[src/rtl/bcd_disp_pkg.sv]
// Shared constants for the seven-segment display path: active-low
// gfedcba glyphs for hex codes 0-F plus the all-dark patterns.
package bcd_disp_pkg;

    localparam logic [6:0] SEG_0 = 7'b1000000;
    localparam logic [6:0] SEG_1 = 7'b1111001;
    localparam logic [6:0] SEG_2 = 7'b0100100;
    localparam logic [6:0] SEG_3 = 7'b0110000;
    localparam logic [6:0] SEG_4 = 7'b0011001;
    localparam logic [6:0] SEG_5 = 7'b0010010;
    localparam logic [6:0] SEG_6 = 7'b0000010;
    localparam logic [6:0] SEG_7 = 7'b1111000;
    localparam logic [6:0] SEG_8 = 7'b0000000;
    localparam logic [6:0] SEG_9 = 7'b0010000;
    localparam logic [6:0] SEG_A = 7'b0001000;
    localparam logic [6:0] SEG_B = 7'b0000011;
    localparam logic [6:0] SEG_C = 7'b1000110;
    localparam logic [6:0] SEG_D = 7'b0100001;
    localparam logic [6:0] SEG_E = 7'b0000110;
    localparam logic [6:0] SEG_F = 7'b0001110;

    localparam logic [7:0] SEG_OFF = 8'hFF;
    localparam logic [3:0] AN_OFF  = 4'b1111;

endpackage

[src/rtl/hex_to_sseg.sv]
// Combinational 4-bit code to active-low gfedcba segment decoder;
// codes A-F render as hex letters.
module hex_to_sseg
    import bcd_disp_pkg::*;
(
    input  logic [3:0] hex,
    output logic [6:0] seg
);

    always_comb begin
        seg = SEG_0;
        case (hex)
            4'h0: seg = SEG_0;
            4'h1: seg = SEG_1;
            4'h2: seg = SEG_2;
            4'h3: seg = SEG_3;
            4'h4: seg = SEG_4;
            4'h5: seg = SEG_5;
            4'h6: seg = SEG_6;
            4'h7: seg = SEG_7;
            4'h8: seg = SEG_8;
            4'h9: seg = SEG_9;
            4'hA: seg = SEG_A;
            4'hB: seg = SEG_B;
            4'hC: seg = SEG_C;
            4'hD: seg = SEG_D;
            4'hE: seg = SEG_E;
            default: seg = SEG_F;
        endcase
    end

endmodule

[src/rtl/bcd_sseg_disp_mux.sv]
// Four-digit time-multiplexed seven-segment driver with a once-per-frame
// input snapshot. Define LEAD_ZERO_BLANK_EN to suppress leading zeros.
module bcd_sseg_disp_mux
    import bcd_disp_pkg::*;
#(
    parameter int N = 18
) (
    input  logic       clk,
    input  logic       reset,
    input  logic [3:0] hex3,
    input  logic [3:0] hex2,
    input  logic [3:0] hex1,
    input  logic [3:0] hex0,
    input  logic [3:0] dp_in,
    input  logic       blank,
    output logic [3:0] an,
    output logic [7:0] sseg
);

    logic [N-1:0] q_reg;
    logic [N-1:0] q_next;
    logic [1:0]   sel;
    logic         frame_end;

    logic [3:0]   hex_in [4];
    logic [3:0]   hex_snap_reg [4];
    logic [3:0]   dp_snap_reg;
    logic [3:0]   dark;

    logic [6:0]   seg7;
    logic [3:0]   an_reg;
    logic [3:0]   an_next;
    logic [7:0]   sseg_reg;
    logic [7:0]   sseg_next;

    assign hex_in[0] = hex0;
    assign hex_in[1] = hex1;
    assign hex_in[2] = hex2;
    assign hex_in[3] = hex3;

    assign q_next    = q_reg + N'(1);
    assign sel       = q_reg[N-1:N-2];
    assign frame_end = &q_reg;

    always_ff @(posedge clk or posedge reset) begin
        if (reset) begin
            q_reg <= '0;
        end else begin
            q_reg <= q_next;
        end
    end

    // Snapshot taken on the last cycle of a frame so the whole next frame
    // shows one coherent set of digits.
    generate
        for (genvar gi = 0; gi < 4; gi++) begin : g_snap
            always_ff @(posedge clk or posedge reset) begin
                if (reset) begin
                    hex_snap_reg[gi] <= '0;
                    dp_snap_reg[gi]  <= 1'b0;
                end else if (frame_end) begin
                    hex_snap_reg[gi] <= hex_in[gi];
                    dp_snap_reg[gi]  <= dp_in[gi];
                end
            end
        end
    endgenerate

`ifdef LEAD_ZERO_BLANK_EN
    assign dark[3] = (hex_snap_reg[3] == 4'h0);
    assign dark[2] = dark[3] && (hex_snap_reg[2] == 4'h0);
    assign dark[1] = dark[2] && (hex_snap_reg[1] == 4'h0);
    assign dark[0] = 1'b0;
`else
    assign dark = 4'b0000;
`endif

    hex_to_sseg u_hex_to_sseg (
        .hex (hex_snap_reg[sel]),
        .seg (seg7)
    );

    always_comb begin
        an_next   = AN_OFF;
        sseg_next = SEG_OFF;
        if (!blank && !dark[sel]) begin
            an_next   = ~(4'b0001 << sel);
            sseg_next = {~dp_snap_reg[sel], seg7};
        end
    end

    always_ff @(posedge clk or posedge reset) begin
        if (reset) begin
            an_reg   <= AN_OFF;
            sseg_reg <= SEG_OFF;
        end else begin
            an_reg   <= an_next;
            sseg_reg <= sseg_next;
        end
    end

    assign an   = an_reg;
    assign sseg = sseg_reg;

endmodule

[config.mk]
export PLATFORM = sky130hd
export DESIGN_NAME = bcd_sseg_disp_mux
export DESIGN_NICKNAME = d
export VERILOG_FILES = /design/src/rtl/bcd_disp_pkg.sv /design/src/rtl/hex_to_sseg.sv /design/src/rtl/bcd_sseg_disp_mux.sv
export SDC_FILE = /design/constraint.sdc
export NUM_CORES = 1
export LEC_CHECK = 0
export BUFFER_PORTS_ARGS = -buffer_cell sky130_fd_sc_hd__buf_2
export CORE_MARGIN = 2
export CORE_UTILIZATION = 40
export DETAILED_ROUTE_END_ITERATION = 8
export HOLD_SLACK_MARGIN = 0.02
export PLACE_DENSITY = 0.67
export SYNTH_ARGS = -nofsm -noshare
export SYNTH_HDL_FRONTEND = slang
export SYNTH_SLANG_ARGS = --single-unit
[constraint.sdc]
create_clock -name clk -period 2.2 [get_ports clk]
set_input_delay 0.22 -clock clk [delete_from_list [all_inputs] [get_ports clk]]
set_output_delay 0.22 -clock clk [all_outputs]
set_load 0.01 [all_outputs]
==> results.json <==
{
  "rr_startpoint": "q_reg[0]$_DFF_PP0_",
  "yosys_warnings": 0,
  "grt_pass1_wl_microns": 6350,
  "setup_viol_count_final": 0,
  "skew_ns": 0.00514,
  "wirelength_microns": 3670,
  "wl_per_cell_microns": 13.0,
  "drc": 0,
  "gp_congestion": 0.847,
  "clock_path_buffers": 2,
  "setup_tns_ns": 0,
  "port_buffers": 34,
  "ys_seq_area_share_pct": 56.4,
  "grt_usage_pct": 13.3,
  "p_per_area_mw_per_mm2": 600,
  "min_path_type": "in -> reg",
  "die_h_microns": 78.9,
  "rrSetupSlack_ns": 0.18,
  "antennaDiodeCount": 0,
  "crit_end": "hex_snap_reg[4]$_DFFE_PP0P_",
  "cts_root_buf": "clkbuf_8",
  "grt-ovfl-total": 0,
  "rsz0062_at_grt": "false",
  "syn-num-nets": 196,
  "clk_pin_slew_ns": 0.09,
  "end_kind": "flop",
  "maxSlewViolCount": 0,
  "max_freq_ghz": 0.495,
  "grt_pass1_vias": 1392,
  "r2r_cells": 6,
  "placed_cells": 273,
  "drive_gt1_share_pct": 43.3,
  "synth.avg_cell_area_sq_um": 13.5,
  "ir_worst_vdd_uv": 263,
  "worst_pin_slew_ns": 0.566,
  "syn-cell-area_sq_mm": 0.00225,
  "pre_cts_ws_ns": 0.207,
  "synth_seq_cells": 50,
  "vias_per_cell": 4.87,
  "regArea_sq_mm": 0.00127,
  "crit_required_ns": 2.39,
  "cp_max_fo": 12,
  "numCtsBuffers": 5,
  "core-area_sq_mm": 0.00547,
  "multi_input_area_sq_um": 911,
  "syn_inst": 166,
  "dr.pass1.iters": 4,
  "fin_crit_ns": 2.02,
  "largest_reg_flops": 18,
  "hpwl_microns": 2690,
  "nFillCells": 515,
  "synth_cell_types": 33,
  "cts_max_level": 2,
  "grt_max_degree": 27,
  "syn_to_final_growth_pct": 17.7,
  "antenna_found_initial": 0,
  "timing.hold.ws_ns": 0.143,
  "setup_ws_ns": 0.182,
  "crit_type": "reg -> reg",
  "reg2reg_to": "hex_snap_reg[4]$_DFFE_PP0P_",
  "clk_latency_ns": 0.30,
  "hold_violations": 0,
  "cp.arrival_ns": 2.21,
  "ios": 35,
  "outcome": "finished, final reports clean",
  "ant_nets": 0,
  "start_util_pct": 41.0,
  "row_count": 27,
  "drt-initial-drc-count": 28,
  "leakagePower_nw": 1.28,
  "die_w_microns": 78.9,
  "slew_headroom_pct": 61.9,
  "cap_violations": 0,
  "setup.worst_path.start_class": "flop",
  "cts_tree": "built",
  "fin_cells": 282,
  "period_share_pct": 91.7,
  "die-area_sq_mm": 0.00623,
  "via_count": 1373,
  "startpoint": "q_reg[0]$_DFF_PP0_",
  "final_net_count": 239,
  "clock_sinks": 50
}
-- layout by cell type (no fill, tap or decap), types with 2 or more instances in the layout --
cell type  netlist  layout
nor2_1          10      10
mux2_2          22      22
nor4_1           2       2
nand2_1          8       8
xor2_1           8       8
nand4_1          3       3
buf_4            0       7
and4_1           2       2
nand3_1          5       5
nor3_1           4       4
xnor2_1          8       8
mux4_2           5       5
inv_1            5       4
dfstp_2         12      12
and3_1           2       2
buf_2            1      34
clkbuf_8         0       5
dfrtp_1         38      38
a211o_1          4       4
ha_1             7       7
mux2i_1          2       2
-- how the worst min path moves through the flow --
stage,from,to,slack (ns),cells past startpoint
global placement,reset,q_reg[2]$_DFF_PP0_,0.30,2
floorplan,blank,an[0]$_DFF_PP1_,0.33,1
finish,hex3[2],hex_snap_reg[2]$_DFFE_PP0P_,0.14,2
global route,dp_in[1],dp_snap_reg[1]$_DFFE_PP0P_,0.13,2
detailed placement,reset,hex_snap_reg[0]$_DFFE_PP0P_,0.30,2
CTS,dp_in[1],dp_snap_reg[1]$_DFFE_PP0P_,0.13,2
-- power by group --
| group | internal, W | switching [W] |
|---|---|---|
| registers | 0.000930 | 0.00000117 |
| clock network | 0.000294 | 0.000298 |
| logic | 0.0000272 | 0.0000348 |
| total | 0.00125 | 0.000334 |
-- synthesized netlist by cell type --
library cell,n,area share [%]
nor2b_1,1,0.28
mux2_2,22,11
nand3_1,5,1.1
buf_6,3,1.5
nand2_1,8,1.3
and3_1,2,0.56
clkbuf_1,3,0.50
mux4_2,5,5.0
buf_2,1,0.22
ha_1,7,3.9
or3b_2,1,0.39
nor2_1,10,1.7
a211o_1,4,1.6
mux2i_1,2,0.89
nand4_1,3,0.84
xor2_1,8,3.1
or3_1,1,0.28
nor4_1,2,0.56
a221o_1,1,0.45
nor3_1,4,0.89
nand2b_1,1,0.28
mux2_4,1,0.67
inv_1,5,0.84
and4_1,2,0.78
a211oi_1,1,0.33
nand3b_1,1,0.33
dfrtp_1,38,42
dfstp_2,12,14
o21ai_0,1,0.22
a31oi_1,1,0.28
o211ai_1,1,0.33
xnor2_1,8,3.1
nor3b_1,1,0.33
-- worst max-delay path, cell delays in order, from the launching register on --
cell,delay (ns)
dfrtp_1,0.40
ha_1,0.20
nand3_1,0.10
nor4_1,0.40
and3_1,0.24
buf_4,0.21
mux2_2,0.35
-- repair_timing --
action	in CTS	in global routing
endpoints found under the hold margin	23	0
resized for setup	0	0
buffers inserted	0	0
hold buffers	1	0
-- layout make-up --
class | count | area share [%]
timing repair buffer | 43 | 9.56
inverter | 5 | 0.710
multi-input combinational | 104 | 34.5
tap | 72 | 3.41
clock inverter | 1 | 0.284
clock buffer | 7 | 3.69
sequential | 50 | 47.9
-- stage by stage --
stage	util (%)	power, W	area, sq um
floorplan	-	0.000975	2250
global placement	46.2	0.00101	2530
detailed placement	46.2	0.00101	2530
CTS	48.3	0.00161	2640
global route	48.3	0.00166	2640
finish	48.3	0.00159	2640
-- metal layers --
layer / track usage (%) / up-vias / part of all wire (%)
met1: 15.7 / 674 / 44
met2: 22.9 / 21 / 51
met3: 3.75 / 5 / 3.9
met5: 0 / - / 0
met4: 5.69 / 0 / 1.8
li1: - / 673 / -
-- cells by family (layout without fill, tap and decap cells) --
kind of cell | after synthesis | after routing | share of synthesized area [%]
adders and majority gates | 7 | 7 | 3.90
muxes | 30 | 30 | 17.6
AOI/OAI and AO/OA | 9 | 9 | 3.18
buffers and inverters | 12 | 56 | 3.06
and+or+nand+nor | 42 | 42 | 9.64
xor gates and xnor gates | 16 | 16 | 6.24
DFF | 50 | 50 | 56.4
Power figures use the tool's default switching activity.
